<file path="config.mk">
export PLATFORM = sky130hd
export DESIGN_NAME = unidade_controle_mc
export DESIGN_NICKNAME = d
export VERILOG_FILES = /design/src/rtl/unidade_controle_mc.sv
export SDC_FILE = /design/constraint.sdc
export NUM_CORES = 1
export LEC_CHECK = 0
export BUFFER_PORTS_ARGS = -buffer_cell sky130_fd_sc_hd__buf_2
export CORE_MARGIN = 4
export CORE_UTILIZATION = 46
export DETAILED_ROUTE_END_ITERATION = 10
export GPL_TIMING_DRIVEN = 0
export MAX_ROUTING_LAYER = met4
export PLACE_DENSITY = 0.83
export SKIP_CTS_REPAIR_TIMING = 1
export SLEW_MARGIN = 30
export SYNTH_ARGS = -nofsm -noshare
export SYNTH_HDL_FRONTEND = slang
export SYNTH_SLANG_ARGS = --single-unit
export TNS_END_PERCENT = 50
</file>
<file path="constraint.sdc">
create_clock -name clk -period 1.7 [get_ports clk]
set_input_delay 0.34 -clock clk [delete_from_list [all_inputs] [get_ports clk]]
set_output_delay 0.34 -clock clk [all_outputs]
set_load 0.02 [all_outputs]
</file>
<file path="src/rtl/unidade_controle_mc.sv">
// Multicycle MIPS control FSM with configurable memory wait states, a separate decode
// state, branch/jump handling and EPC-based exceptions.
module unidade_controle_mc #(
    parameter int MEM_WAIT = 2,
    parameter int CW_W     = 7
) (
    input  logic            clk,
    input  logic            reset,
    input  logic [5:0]      flags,
    input  logic [5:0]      OPCODE,
    input  logic [5:0]      funct,
    output logic [CW_W-1:0] can_write,
    output logic [1:0]      PC_source,
    output logic [2:0]      Adress_source,
    output logic            M_ULAA,
    output logic [1:0]      M_ULAB,
    output logic [1:0]      M_REG_adress,
    output logic [2:0]      M_REG_data,
    output logic [2:0]      alu_op,
    output logic            exc_cause,
    output logic            reset_out
);

    localparam int CW_PC = 0, CW_MEM = 1, CW_IR = 2, CW_RF = 3, CW_AB = 4, CW_ALUO = 5, CW_EPC = 6;
    localparam logic [2:0] ALU_ADD = 3'b001, ALU_SUB = 3'b010, ALU_AND = 3'b011, ALU_CMP = 3'b111;
    localparam logic [2:0] FETCH_LAST = 3'(MEM_WAIT);

    typedef enum logic [3:0] {
        S_RESET, S_FETCH, S_DECODE, S_EXEC_R, S_EXEC_I, S_CHECK, S_WB,
        S_BRANCH, S_JUMP, S_JAL, S_JR, S_UNDEF, S_EXC1, S_EXC2
    } state_e;

    state_e     state_q, state_d;
    logic [2:0] cnt_q, cnt_d;
    logic       cause_q, cause_d;
    logic [6:0] cw;
    logic       ovf_inst, taken;
    logic       unused_flags;

    assign unused_flags = ^{flags[5], flags[1]};

    // ADDIU and the R-type AND never trap on overflow
    assign ovf_inst = ((OPCODE == 6'h00) && (funct == 6'h20 || funct == 6'h22)) ||
                      (OPCODE == 6'h08);

    always_comb begin
        taken = 1'b0;
        case (OPCODE)
            6'h04:   taken = flags[2];
            6'h05:   taken = !flags[2];
            6'h06:   taken = flags[3] | flags[2];
            6'h07:   taken = flags[4];
            default: taken = 1'b0;
        endcase
    end

    always_comb begin
        state_d = state_q;
        cnt_d   = cnt_q;
        cause_d = cause_q;
        case (state_q)
            S_RESET: begin
                state_d = S_FETCH;
                cnt_d   = '0;
            end
            S_FETCH: begin
                if (cnt_q == FETCH_LAST) begin
                    state_d = S_DECODE;
                    cnt_d   = '0;
                end else begin
                    cnt_d = cnt_q + 3'd1;
                end
            end
            S_DECODE: begin
                case (OPCODE)
                    6'h00: begin
                        if (funct == 6'h08) state_d = S_JR;
                        else if (funct == 6'h20 || funct == 6'h22 || funct == 6'h24) state_d = S_EXEC_R;
                        else begin
                            state_d = S_UNDEF;
                            cause_d = 1'b0;
                        end
                    end
                    6'h08, 6'h09:               state_d = S_EXEC_I;
                    6'h04, 6'h05, 6'h06, 6'h07: state_d = S_BRANCH;
                    6'h02:                      state_d = S_JUMP;
                    6'h03:                      state_d = S_JAL;
                    6'h3F:                      state_d = S_RESET;
                    default: begin
                        state_d = S_UNDEF;
                        cause_d = 1'b0;
                    end
                endcase
            end
            S_EXEC_R, S_EXEC_I: state_d = S_CHECK;
            S_CHECK: begin
                if (flags[0] && ovf_inst) begin
                    state_d = S_EXC1;
                    cause_d = 1'b1;
                end else begin
                    state_d = S_WB;
                end
            end
            S_JAL:   state_d = S_JUMP;
            // Undefined opcodes idle one cycle so both trap paths enter EXC alike
            S_UNDEF: state_d = S_EXC1;
            S_EXC1:  state_d = S_EXC2;
            default: state_d = S_FETCH;
        endcase
    end

    always_ff @(posedge clk or negedge reset) begin
        if (!reset) begin
            state_q <= S_RESET;
            cnt_q   <= '0;
            cause_q <= 1'b0;
        end else begin
            state_q <= state_d;
            cnt_q   <= cnt_d;
            cause_q <= cause_d;
        end
    end

    always_comb begin
        cw            = '0;
        PC_source     = 2'd0;
        Adress_source = 3'd0;
        M_ULAA        = 1'b0;
        M_ULAB        = 2'd0;
        M_REG_adress  = 2'd0;
        M_REG_data    = 3'd0;
        alu_op        = 3'd0;
        exc_cause     = 1'b0;
        reset_out     = 1'b0;
        case (state_q)
            S_RESET: reset_out = 1'b1;
            S_FETCH: begin
                M_ULAB = 2'd1;
                alu_op = ALU_ADD;
                if (cnt_q == FETCH_LAST) begin
                    cw[CW_PC] = 1'b1;
                    cw[CW_IR] = 1'b1;
                end
            end
            S_DECODE: begin
                cw[CW_AB]   = 1'b1;
                cw[CW_ALUO] = 1'b1;
                M_ULAB      = 2'd3;
                alu_op      = ALU_ADD;
            end
            S_EXEC_R: begin
                cw[CW_ALUO] = 1'b1;
                M_ULAA      = 1'b1;
                case (funct)
                    6'h22:   alu_op = ALU_SUB;
                    6'h24:   alu_op = ALU_AND;
                    default: alu_op = ALU_ADD;
                endcase
            end
            S_EXEC_I: begin
                cw[CW_ALUO] = 1'b1;
                M_ULAA      = 1'b1;
                M_ULAB      = 2'd2;
                alu_op      = ALU_ADD;
            end
            S_WB: begin
                cw[CW_RF]    = 1'b1;
                M_REG_adress = (OPCODE == 6'h00) ? 2'd1 : 2'd0;
            end
            S_BRANCH: begin
                M_ULAA    = 1'b1;
                alu_op    = ALU_CMP;
                PC_source = 2'd1;
                cw[CW_PC] = taken;
            end
            S_JUMP: begin
                PC_source = 2'd2;
                cw[CW_PC] = 1'b1;
            end
            S_JAL: begin
                cw[CW_RF]    = 1'b1;
                M_REG_adress = 2'd2;
                M_REG_data   = 3'd1;
            end
            S_JR: begin
                M_ULAA    = 1'b1;
                alu_op    = ALU_ADD;
                cw[CW_PC] = 1'b1;
            end
            S_EXC1: begin
                M_ULAB     = 2'd1;
                alu_op     = ALU_SUB;
                cw[CW_EPC] = 1'b1;
            end
            S_EXC2: begin
                PC_source = 2'd3;
                exc_cause = cause_q;
                cw[CW_PC] = 1'b1;
            end
            default: ;
        endcase
        can_write       = '0;
        can_write[6:0]  = cw;
        cw[CW_MEM]      = cw[CW_MEM];
    end

endmodule

</file>
Yosys cells after proc, flatten, opt, wreduce, memory -nomap -nowiden
Cells that the tools add are included.
Cells by class
  eq/ne operators: 32
  add/subtract/negate cells: 1
  bitwise gates (word level): 1
  muxes and demuxes: 31
  reduce and logical (&&, ||, !) cells: 21
Operators by type and width (number)
  case mux 4 bit (7 select lines): 1
  == test 4 bit, second input constant: 6
  == test 6 x 3 -> 1 bit, second input constant: 4
  == test 6 bit, second input constant: 4
  case mux 4 bit (6 select lines): 1
  == test 6 x 4 -> 1 bit, second input constant: 3
  == test 4 x 3 -> 1 bit, second input constant: 4
  two-way mux 4 bit: 4
  two-way mux 1 bit: 14
  == test 6 x 2 -> 1 bit, second input constant: 2
  case mux 2 bit (3 select lines): 2
  case mux 3 bit (4 select lines): 1
  OR reduction 4 bit: 3
  OR reduction 9 bit: 1
  == test 4 x 2 -> 1 bit, second input constant: 2
  case mux 2 bit (2 select lines): 2
  OR reduction 2 bit: 4
  zero test 6 bit: 1
  != test 2 bit, second input constant: 3
  != test 3 bit, second input constant: 2
  case mux 3 bit (2 select lines): 1
  OR reduction 3 bit: 2
  AND reduction 5 bit: 1
  == test 4 x 1 -> 1 bit, second input constant: 1
  12 further kinds: 17
Storage, ports and cells
  bits in registers: 8
  output and inout port bits: 25
  word-level logic and storage cells: 89

Depth between registers and ports, before layout
  word-level depth: 7
  gate-level depth with buffers: 6
  mapped depth without buffers: 4

Worst setup path before layout
OpenSTA, ideal clock, no wires.
  path kind: reg2out
  from: reg state_q[3]
  to: out M_ULAB[0]
  arrival time: 1521 ps
  cell stages (with the launch flop): 5
  slack: -161 ps
  path buffers: 1
  cells stage by stage: dfrtp_1 -> buf_2 -> nand2_1 -> nor3_1 -> or2_1
On the way
  cells in the longest elaborated chain, start to end: 3
  elaborated cells between the ends (all ways): 6
Ends and longest elaborated chain
  start: declaration: RTL line 33  | state_e state_q, state_d;
  start signal: assignment: RTL line 118  | state_q <= state_d;
  == test 4 bit or == test 4 x 1 -> 1 bit (tied branches): RTL line 135  | case (state_q)
  OR reduction 2 bit (no line)
  case mux 2 bit (3 select lines) (*): RTL line 135
  end: declaration: RTL line 16  | output logic [1:0] M_ULAB,
Mark *: on every way between the ends. The rest lies on a longest branch, timed or not.

Worst setup path in the final report
  from: reg cnt_q[2]
  to: out can_write[0]
On the way
  cells in the longest elaborated chain, start to end: 3
Ends and longest elaborated chain
  start: declaration: RTL line 34  | logic [2:0] cnt_q, cnt_d;
  start signal: assignment: RTL line 119  | cnt_q <= cnt_d;
  == test 3 x 2 -> 1 bit: RTL line 140  | if (cnt_q == FETCH_LAST) begin
  two-way mux 1 bit: RTL line 140
  case mux 1 bit (3 select lines): RTL line 135
  end: declaration: RTL line 12  | output logic [CW_W-1:0] can_write,
Every way passes these cells.

==> reports/summary.txt <==
DR vias/cell: 5.79
die area: 0.00328 mm²
H-tree levels: 1
Syn Inst Count: 152
max cap viols: 0
crit-path cells: nor3b_4 > a22oi_1 > o21a_1 > o41ai_4 > buf_4
depth of the worst register-to-register path: 5
clock-pin slew on the worst setup and hold paths: 0.05 ns
Power Total: 2.56 mW
final wirelength: 3650 µm
VDD IR-drop max: 1.08 mV
CP max-delay cell: dfrtp_1
CTS tree: done
HPWL Detailed: 2420 µm
total CTS buffers: 3
Tot GR Track Use: 18.5%
Req. time, crit path: 1.36 ns
synthesized area per cell: 7.34 µm²
synth unique cells: 52
RSZ-0062 raised after global routing: true
yosys warns: 0
layout cells sized above 1: 47.8%
Setup CP Type: flop to output port
ant diodes: 0
post-route non-filler standard cell count: 229
Setup WS post-layout: -0.285 ns
Cells after DPL: 219
Setup WS pre-CTS: -0.200 ns
post-layout minimum cycle time: 1.99 ns
Final Hold Fails: 0
Final nets: 223
post-route ant nets: 0
worst skew pair latency: 0.25 ns
DRT iter0 DRCs: 52
Port Buffers: 34
Critical Path Source Type: flop
WL per Instance: 15.9 µm
Max Clock Skew: 0.00217 ns
Critical R2R Launch: state_q[2]
total number of vias: 1325
cell row count: 17
pwr dens: 1560 mW/mm²
# IOs: 45
CP peak stage delay: 0.43 ns
peak fanout along the critical path: 5
Final period util: 117%
CP arrival: 1.65 ns
#FFs+latches synth: 8
GR peak layer: met2
Initial DRT Pass Iterations: 4
Internal: 1.25 mW
largest net degree at the start of global routing: 11
CTS Buffer Depth: 2
number of global-route vias before repair: 1106
hold_sp: flags[0]
met3 Use GR: 4.98%
WHS Path Cells: 3
total grt overflow: 0
CTS root buffer: clkbuf_4
Synth-to-Final Area Change: 46.9%
Final Max Slew Viols: 0
switching component of the power: 1.31 mW
Hold WS: 0.438 ns
Starting Density: 49.5%
Die W: 57.3 µm
Leakage: 0.744 nW
Post-Syn Area: 0.00112 mm²
die height: 57.3 µm
clock power share: 5.7%
sequential share of power: 14.0%
M1 GR Usage: 21.9%
wire length of the first global-routing pass: 4800 µm
M2 GR Usage: 30.7%
FF-to-FF setup slack: 0.08 ns
run status: finished with violations
r2r endpoint: cause_q
fmax: 504 MHz
Gate power share: 80.3%
DRC: 0
WHS Endpoint: cause_q
switch share: 51.3%
register area share after synthesis: 17.9%
Core Footprint: 0.00225 mm²
final setup fails: 18
Final GP Congestion: 0.883
Worst Setup End Kind: output port
initial antenna violation count: 0
violations in the final reports: setup timing
worst hold path class: input port to flop
number of clock sinks: 8
synthesized netlist by cell type (all sizes together):
library cell	n	area [µm²]
nor2	12	45.0
dfrtp	8	200
or2	3	18.8
a2111oi	1	8.76
nand2b	4	25.0
o31ai	1	7.51
nor3b	3	22.5
xor2	1	8.76
nor3	12	65.1
o21a	2	15.0
nand2	17	63.8
a22oi	2	15.0
a21o	1	7.51
buf	17	103
nor4	3	25.0
a32o	1	10.0
o211ai	2	15.0
a21oi	7	35.0
a32oi	2	17.5
o41ai	1	16.3
a211oi	1	7.51
a311oi	2	17.5
nor4b	4	71.3
nor2b	3	21.3
conb	1	3.75
inv	7	26.3
xnor2	3	26.3
or4b	1	10.0
and4bb	1	12.5
a221oi	1	8.76
and2	2	12.5
o22ai	2	12.5
o21ai	10	53.8
o31a	1	8.76
and3	1	6.26
nand3	2	10.0
or3b	2	20.0
or3	3	23.8
clkbuf	1	3.75
o2bb2ai	3	26.3
a22o	1	8.76
power groups by stage:
stage | Sequential [mW] | Combinational [mW] | Clock, mW
5_1_grt | 0.368 | 2.21 | 0.160
4_1_cts | 0.327 | 1.54 | 0.151
3_3_place_gp | 0.325 | 1.51 | 0
6_report | 0.358 | 2.06 | 0.147
3_5_place_dp | 0.329 | 1.53 | 0
2_1_floorplan | 0.316 | 1.17 | 0
area by class of cell:
class / instances / area [µm²]
Buffer: 18 / 153
Clock buffer: 3 / 22.5
Fill cell: 181 / 616
Inverter: 7 / 26.3
Multi-Input combinational cell: 124 / 940
Sequential cell: 8 / 203
Tap cell: 28 / 35.0
Timing Repair Buffer: 41 / 260
critical path, delay by kind of cell (launching register included):
kind / cells / cell delay, ns
AO/OA/AOI/OAI: 3 / 0.44
flip-flops: 1 / 0.43
AND/OR/NAND/NOR: 1 / 0.32
buffers and inverters: 1 / 0.19
how the worst max path moves through the flow:
| stage | start | end | cells past startpoint |
|---|---|---|---|
| 6_report | cnt_q[2] | can_write[0] | 5 |
| 5_1_grt | state_q[0] | can_write[0] | 6 |
| 4_1_cts | cnt_q[0] | can_write[0] | 5 |
| 3_5_place_dp | OPCODE[5] | can_write[0] | 7 |
| 3_3_place_gp | OPCODE[3] | can_write[0] | 4 |
| 2_1_floorplan | state_q[3] | reset_out | 3 |
metal layers:
metal,routed length (µm),vias up
met5,0,-
met1,1440,619
met4,38,0
met3,219,6
li1,-,646
met2,1950,54
placed cells by master (no fill, tap or decap), drive strengths merged, types with 2 or more instances in the layout:
| cell | instances |
|---|---|
| a21oi | 7 |
| a22oi | 2 |
| a311oi | 2 |
| a32oi | 2 |
| and2 | 2 |
| buf | 57 |
| clkbuf | 4 |
| conb | 6 |
| dfrtp | 8 |
| inv | 7 |
| nand2 | 17 |
| nand2b | 4 |
| nand3 | 2 |
| nor2 | 12 |
| nor2b | 3 |
| nor3 | 12 |
| nor3b | 3 |
| nor4 | 3 |
| nor4b | 4 |
| o211ai | 2 |
| o21a | 2 |
| o21ai | 10 |
| o22ai | 2 |
| o2bb2ai | 3 |
| or2 | 3 |
| or3 | 3 |
| or3b | 2 |
| xnor2 | 3 |
logic make-up (layout without fill, tap and decap cells):
logic type / Yosys count / after routing / synth area share [%]
simple gates: 73 / 73 / 40.6
xor+xnor: 4 / 4 / 3.14
buf+inv: 25 / 69 / 11.9
compound gates: 41 / 41 / 26.1
flops: 8 / 8 / 17.9
other cells: 1 / 6 / 0.336
sequential cells by signal, summed over array words and instances, names as in the netlist:
signal   count
cause_q      1
cnt_q        3
state_q      4
per-stage QoR:
stage / area [µm²] / util [%] / setup TNS (ns)
2_1_floorplan: 1150 / - / -0.253
3_3_place_gp: 1360 / 60.3 / -0.370
3_5_place_dp: 1360 / 60.3 / -0.473
4_1_cts: 1380 / 61.3 / -4.06
5_1_grt: 1640 / 72.7 / -3.29
6_report: 1640 / 72.7 / -1.87
Power figures use the tool's default switching activity.
